## config.mk

```make
export PLATFORM = sky130hd
export DESIGN_NAME = imem_boot_controller
export DESIGN_NICKNAME = d
export VERILOG_FILES = /design/src/rtl/imem_boot_controller.sv
export SDC_FILE = /design/constraint.sdc
export NUM_CORES = 1
export LEC_CHECK = 0
export ABC_AREA = 1
export BUFFER_PORTS_ARGS = -buffer_cell sky130_fd_sc_hd__buf_2
export CELL_PAD_IN_SITES_DETAIL_PLACEMENT = 0
export CELL_PAD_IN_SITES_GLOBAL_PLACEMENT = 1
export CORE_MARGIN = 3
export CORE_UTILIZATION = 32
export DETAILED_ROUTE_END_ITERATION = 12
export PLACE_DENSITY = 0.81
export SKIP_CTS_REPAIR_TIMING = 1
export SYNTH_ARGS = -nofsm -noshare
export SYNTH_HDL_FRONTEND = slang
export SYNTH_SLANG_ARGS = --single-unit
export TNS_END_PERCENT = 5
```

## constraint.sdc

```tcl
create_clock -name clk -period 2.34 [get_ports clk]
set_input_delay 0 -clock clk [delete_from_list [all_inputs] [get_ports clk]]
set_output_delay 0 -clock clk [all_outputs]
set_load 0.02 [all_outputs]
```

## src/rtl/imem_boot_controller.sv

```systemverilog
// Boot sequencer for the instruction memory: NOP-fills the array, loads a host image,
// then lets the core fetch. Owns the memory write port and the fetch read-address path.
module imem_boot_controller #(
    parameter int unsigned DEPTH    = 64,
    parameter int unsigned ADDR_W   = 6,
    parameter logic [31:0] NOP_WORD = 32'h0000_0013
) (
    input  logic              clk,
    input  logic              reset,
    input  logic              load_start,
    input  logic [ADDR_W:0]   load_count,
    input  logic              in_valid,
    input  logic [31:0]       in_data,
    output logic              in_ready,
    output logic              mem_we,
    output logic [ADDR_W-1:0] mem_waddr,
    output logic [31:0]       mem_wdata,
    input  logic [31:0]       core_pc,
    output logic [ADDR_W-1:0] mem_raddr,
    input  logic [31:0]       mem_rdata,
    output logic [31:0]       instr_out,
    output logic              core_run,
    output logic              fetch_fault,
    output logic              load_error,
    output logic [31:0]       checksum
);

    typedef enum logic [1:0] {
        S_CLEAR,
        S_IDLE,
        S_LOAD,
        S_RUN
    } state_t;

    localparam logic [ADDR_W:0]   DEPTH_C   = (ADDR_W+1)'(DEPTH);
    localparam logic [ADDR_W:0]   CNT_ONE   = (ADDR_W+1)'(1);
    localparam logic [ADDR_W-1:0] PTR_ONE   = ADDR_W'(1);
    localparam logic [ADDR_W-1:0] LAST_ADDR = ADDR_W'(DEPTH - 1);

    state_t            state_q, state_d;
    logic [ADDR_W-1:0] ptr_q, ptr_d;
    logic [ADDR_W:0]   count_q, count_d;
    logic              load_error_q, load_error_d;
    logic [31:0]       checksum_q, checksum_d;

    logic start_ok;
    logic xfer;
    logic last_xfer;
    logic pc_fault;

    // A zero-length or oversize image is refused before anything is touched.
    assign start_ok  = (load_count != '0) && (load_count <= DEPTH_C);
    assign xfer      = (state_q == S_LOAD) && in_valid;
    assign last_xfer = xfer && ({1'b0, ptr_q} == (count_q - CNT_ONE));
    assign pc_fault  = (core_pc[1:0] != 2'b00) || (core_pc[31:ADDR_W+2] != '0);

    always_comb begin
        state_d      = state_q;
        ptr_d        = ptr_q;
        count_d      = count_q;
        load_error_d = load_error_q;
        checksum_d   = checksum_q;
        unique case (state_q)
            S_CLEAR: begin
                ptr_d = ptr_q + PTR_ONE;
                if (ptr_q == LAST_ADDR) begin
                    state_d = S_IDLE;
                    ptr_d   = '0;
                end
            end
            S_IDLE, S_RUN: begin
                if (load_start) begin
                    if (start_ok) begin
                        count_d      = load_count;
                        load_error_d = 1'b0;
                        checksum_d   = '0;
                        ptr_d        = '0;
                        state_d      = S_LOAD;
                    end else begin
                        load_error_d = 1'b1;
                    end
                end
            end
            S_LOAD: begin
                if (xfer) begin
                    checksum_d = checksum_q + in_data;
                    ptr_d      = ptr_q + PTR_ONE;
                    if (last_xfer) begin
                        state_d = S_RUN;
                    end
                end
            end
            default: state_d = S_CLEAR;
        endcase
    end

    always_ff @(posedge clk or posedge reset) begin
        if (reset) begin
            state_q      <= S_CLEAR;
            ptr_q        <= '0;
            count_q      <= '0;
            load_error_q <= 1'b0;
            checksum_q   <= '0;
        end else begin
            state_q      <= state_d;
            ptr_q        <= ptr_d;
            count_q      <= count_d;
            load_error_q <= load_error_d;
            checksum_q   <= checksum_d;
        end
    end

    // Write port is combinational from state so an accepted word lands on the same edge.
    assign in_ready  = (state_q == S_LOAD);
    assign mem_we    = (state_q == S_CLEAR) || xfer;
    assign mem_waddr = ptr_q;
    assign mem_wdata = (state_q == S_LOAD) ? in_data : NOP_WORD;

    assign mem_raddr   = core_pc[ADDR_W+1:2];
    assign core_run    = (state_q == S_RUN);
    assign fetch_fault = core_run && pc_fault;
    assign instr_out   = (core_run && !pc_fault) ? mem_rdata : NOP_WORD;

    assign load_error = load_error_q;
    assign checksum   = checksum_q;

endmodule

```

# Word level (Yosys, flattened, before mapping)
# Cells that the tools add are included.
# word_totals
reg_bits,48
wordCells,56
in_bits,107
out_inout_bits,113
# op_classes
n_eq_ne,10
n_mux,18
n_addsub,3
n_lt_le_gt_ge,1
n_reduce_logical,19
# op_table
operator,n
32-bit 2-to-1 mux,5
32-bit case mux with 2 select lines,1
32-bit adder,1
6-bit 2-to-1 mux,4
24-bit nonzero test,1
6-bit case mux with 3 select lines,1
2-bit 2-to-1 mux,5
6-bit by 7-bit == test with 1-bit output,1
7-bit less-or-equal comparator (second input constant),1
7-bit nonzero test,1
7-bit by 1-bit subtractor with 7-bit output (second input constant),1
6-bit by 1-bit adder with 6-bit output (second input constant),1
6-bit == test (second input constant),1
2-bit != test (second input constant),3
2-bit case mux with 3 select lines,1
3-bit AND reduction,2
1-bit logical AND,5
5-bit AND reduction,1
2-bit == test (second input constant),2
2-bit by 1-bit != test with 1-bit output (second input constant),2
4-bit AND reduction,1
2-bit nonzero test,2
2-bit by 1-bit == test with 1-bit output (second input constant),1
2-bit zero test,1
5 further kinds,6

# Logic depth before layout (Yosys ltp)
# logic_depth
word_depth,6
ltp_mapped,13
depth_no_buf,13

# Worst setup path before layout
# OpenSTA, ideal clock, no wires.
# synth_path
kind,register to register
startpoint,"register checksum_q[0], in the netlist checksum[0]"
endpoint,"register checksum_q[24], in the netlist checksum[24]"
slack_ns,0.427
setup_ns,0.117
path_stages_with_launch,13
arrival_ns,1.795
path_buffers,0
synth_period_minus_slack_ns,1.913
t_required_ns,2.223
cell_sequence,dfrtp_1 ha_1 fa_1 nand3_1 nand3_1 nand2_1 nand2_1 nand2_1 nand2_1 nand2_1 nand3_1 nand3_1 nand2_1
# synth_between
elab_chain_len,3
# synth_lines
element,line_no,source
start: declaration,44,"logic [31:0] checksum_q, checksum_d;"
start signal: assignment,109,checksum_q <= checksum_d;
32-bit adder,86,checksum_d = checksum_q + in_data;
32-bit 2-to-1 mux,85,if (xfer) begin
32-bit case mux with 2 select lines,63,unique case (state_q)
# No other way between the ends. The select of a mux whose other input is x is not followed.
# A chain may end at the register's enable or synchronous reset.

# Worst setup path in the final report
# Ends and elaborated chain as after synthesis.

==> results.toml <==
[critical_path]
crit_path_max_fanout = 4
r2r_slack_ns = 0.28
required_ns = 2.54
cp_num_buf_inv = 0
crit_path_end_kind = "flip-flop"
critical-path-top-delay-family = "simple AND/OR/NAND/NOR gates"
crit_arrival_ns = 2.26
max_stage_delay_ns = 0.44
crit_path_frequent_cell = "nand2_1"
worstPathCellList = "ha_1 > fa_1 > nand3_1 > nand3_1 > nand2_1 > nand2_1 > nand2_1 > nand2_1 > nand2_1 > nand3_1 > nand3_1 > nand2_1"
cp_slowest_cell = "fa_1"
crit_type = "flip-flop to flip-flop"
critical_path.startpoint_type = "flip-flop"

[sta]
finalSetupViolCount = 0
min_period_over_period = 0.8796
timing.setup.tns_ns = 0
finClkSkew_ns = 0.002602
rsz0062_at_grt = "false"
slew_headroom = 0.6358
fmax_mhz = 485.9
slew_viol_final = 0
period_needed_ns = 2.058
holdWs_ns = 0.000005604
fin_ws_ns = 0.2818
hold_violations = 0
worst_slew_pin_slew_ns = 0.5444

[route]
wl_per_cell_um = 12.72
drc = 0
wl_mm = 16.91
dr.pass1.iters = 5
dr_total_vias = 5833
ant_nets = 0
drtIter0Drc = 347
viasPerCell = 4.386

[global_routing]
grt_usage = 0.1889
grt_pass1_wl_mm = 27.40
grt_max_degree = 49
globalRouteOverflowTotal = 0
first_global_vias = 5382
antenna_found_initial = 0

[final_layout]
ff_latch_area_mm2 = 0.001201
multiInputGateArea_mm2 = 0.003034
fillCellCount = 1792
area_growth_syn_to_layout_pct = 28.72
num_antenna_cells = 0
finalInstanceArea_mm2 = 0.006605
nNetsFinal = 1259
drive_gt1_frac = 0.2145

[clocking]
clk_latency_ns = 0.31
h-tree-depth = 2
clock-sinks = 48
numCtsBuffers = 5
cts_root_buffer = "clkbuf_16"
path_clk_slew_ns = 0.07
cts_buffer_depth = 2
cts_tree = "done"

[synth]
synth-simple-area-share = 0.4145
synth_cells = 911
seq_area_frac_synth = 0.2341
synth.distinct_cells = 32
synth_fp_nets = 1052
yosysWarnings = 0
synth_edf_count = 0
synth.most_common_cell = "nand2_1"
synthXorXnorAreaFrac = 0.01536
synthArstFlopShare = 1.000
ys_ff_latch = 48
synthMuxAreaShare = 0
ys.flop_type = "dfrtp_1"
synth_top_family_by_area = "simple AND/OR/NAND/NOR gates"
syn_area_per_cell_um2 = 5.632
synth_top_area_share = 0.2377
yosys-top-cells-area = "nand2_1, dfrtp_1, inv_1, nor2_1, ha_1"
synth_compound_area_frac = 0.07705
syn_area_mm2 = 0.005131
synth-adder-area-share = 0.08437
netlist_top_cells_count = "nand2_1, inv_1, nor2_1, dfrtp_1, nand3_1"
synth_top_area_cell = "nand2_1"

[power_and_ir_drop]
p_per_area_mw_per_mm2 = 1178
power_leakage_nw = 4.278
total_power_w = 0.007778
vdd_drop_max_uv = 579.1

[floorplan]
start_util = 0.3326
rows = 45
dieArea_mm2 = 0.01759
core_mm2 = 0.01543
fp.dieH_um = 132.6
ios = 220
die_w_um = 132.6

[placement]
port_buffers = 207
dpl.hpwl_mm = 13.66
globalplace.congestion = 0.8576
place_area_mm2 = 0.006352
pre_cts_ws_ns = 0.3050

[worst_hold_path]
worstHoldPathType = "input pin to primary output"

[run]
maxCapViolCount = 0

[run_status]
outcome = "finished, final reports clean"
==> final cells by class <==
| class | instances | area share |
|---|---|---|
| clock inverters | 3 | 0.007198 |
| multi-input cells | 643 | 0.4594 |
| well taps | 211 | 0.03997 |
| clock buffers | 5 | 0.01894 |
| repair buffers | 221 | 0.1796 |
| flip-flops and latches | 48 | 0.1819 |
| inverters | 199 | 0.1131 |
==> worst paths after layout <==
path / cells past startpoint / start / to
setup reg to reg: 12 / checksum[0] / checksum[24]
hold / removal: 0 / core_pc[7] / mem_raddr[5]
hold reg to reg: 2 / checksum[18] / checksum[18]
setup / recovery: 12 / checksum[0] / checksum[24]
max in group asynchronous: 4 / reset / checksum[22]
min in group asynchronous: 4 / reset / checksum[7]
==> worst reg2reg max path, cell delays in order, from the launching register on <==
cell and delay, ns:
dfrtp_1 0.40, ha_1 0.24, fa_1 0.44, nand3_1 0.09, nand3_1 0.13, nand2_1 0.09
nand2_1 0.08, nand2_1 0.07, nand2_1 0.11, nand2_1 0.11, nand3_1 0.06, nand3_1 0.08
nand2_1 0.05
==> report_power, final <==
part	total, W	switching (W)	internal [W]	leakage (nW)
logic	0.00534	0.00354	0.00180	3.60
registers	0.00155	0.000337	0.00122	0.590
clock network	0.000890	0.000380	0.000510	0.0840
total	0.00778	0.00426	0.00352	4.28
==> per-layer routing <==
| metal | wire length (um) | vias up | track usage |
|---|---|---|---|
| met5 | 0 | - | 0 |
| met4 | 136 | 0 | 0.03233 |
| met3 | 777 | 8 | 0.02814 |
| met2 | 7844 | 134 | 0.3174 |
| met1 | 8154 | 2555 | 0.2612 |
| li1 | - | 3136 | - |
==> per-stage QoR <==
stage                     cells  utilization
final                      1330       0.4281
after global routing       1330       0.4281
after CTS                  1322       0.4230
after detailed placement   1314       0.4118
after global placement     1314       0.4118
after floorplan             911            -
==> registers in the layout (all words and copies together) (netlist names) <==
| name | cells |
|---|---|
| mem_waddr | 6 |
| load_error | 1 |
| state_q | 2 |
| checksum | 32 |
| count_q | 7 |
==> placed cells by master (no fill, tap or decap), types with 2 or more instances in the layout <==
master / n
clkbuf_16: 5
nor2_1: 116
clkinv_4: 2
o21ai_0: 35
buf_2: 207
nor3_1: 6
a21o_1: 2
a21oi_1: 34
inv_1: 196
nand3b_1: 5
nor4_1: 6
buf_4: 4
ha_1: 33
dlygate4sd3_1: 8
and2_1: 2
inv_2: 3
buf_12: 2
xnor2_1: 3
nand3_1: 44
nand2_1: 325
dfrtp_1: 48
o21bai_1: 2
xor2_1: 6
nor2_2: 3
or2_2: 5
nand4_1: 3
nand2_2: 6
==> cell families after synthesis <==
family / after synthesis
AO/OA/AOI/OAI: 76
AND/OR/NAND/NOR: 524
XOR/XNOR: 9
adder cells (fa/ha/maj): 34
buffers and inverters: 220
flip-flops: 48
Power figures use the tool's default switching activity.
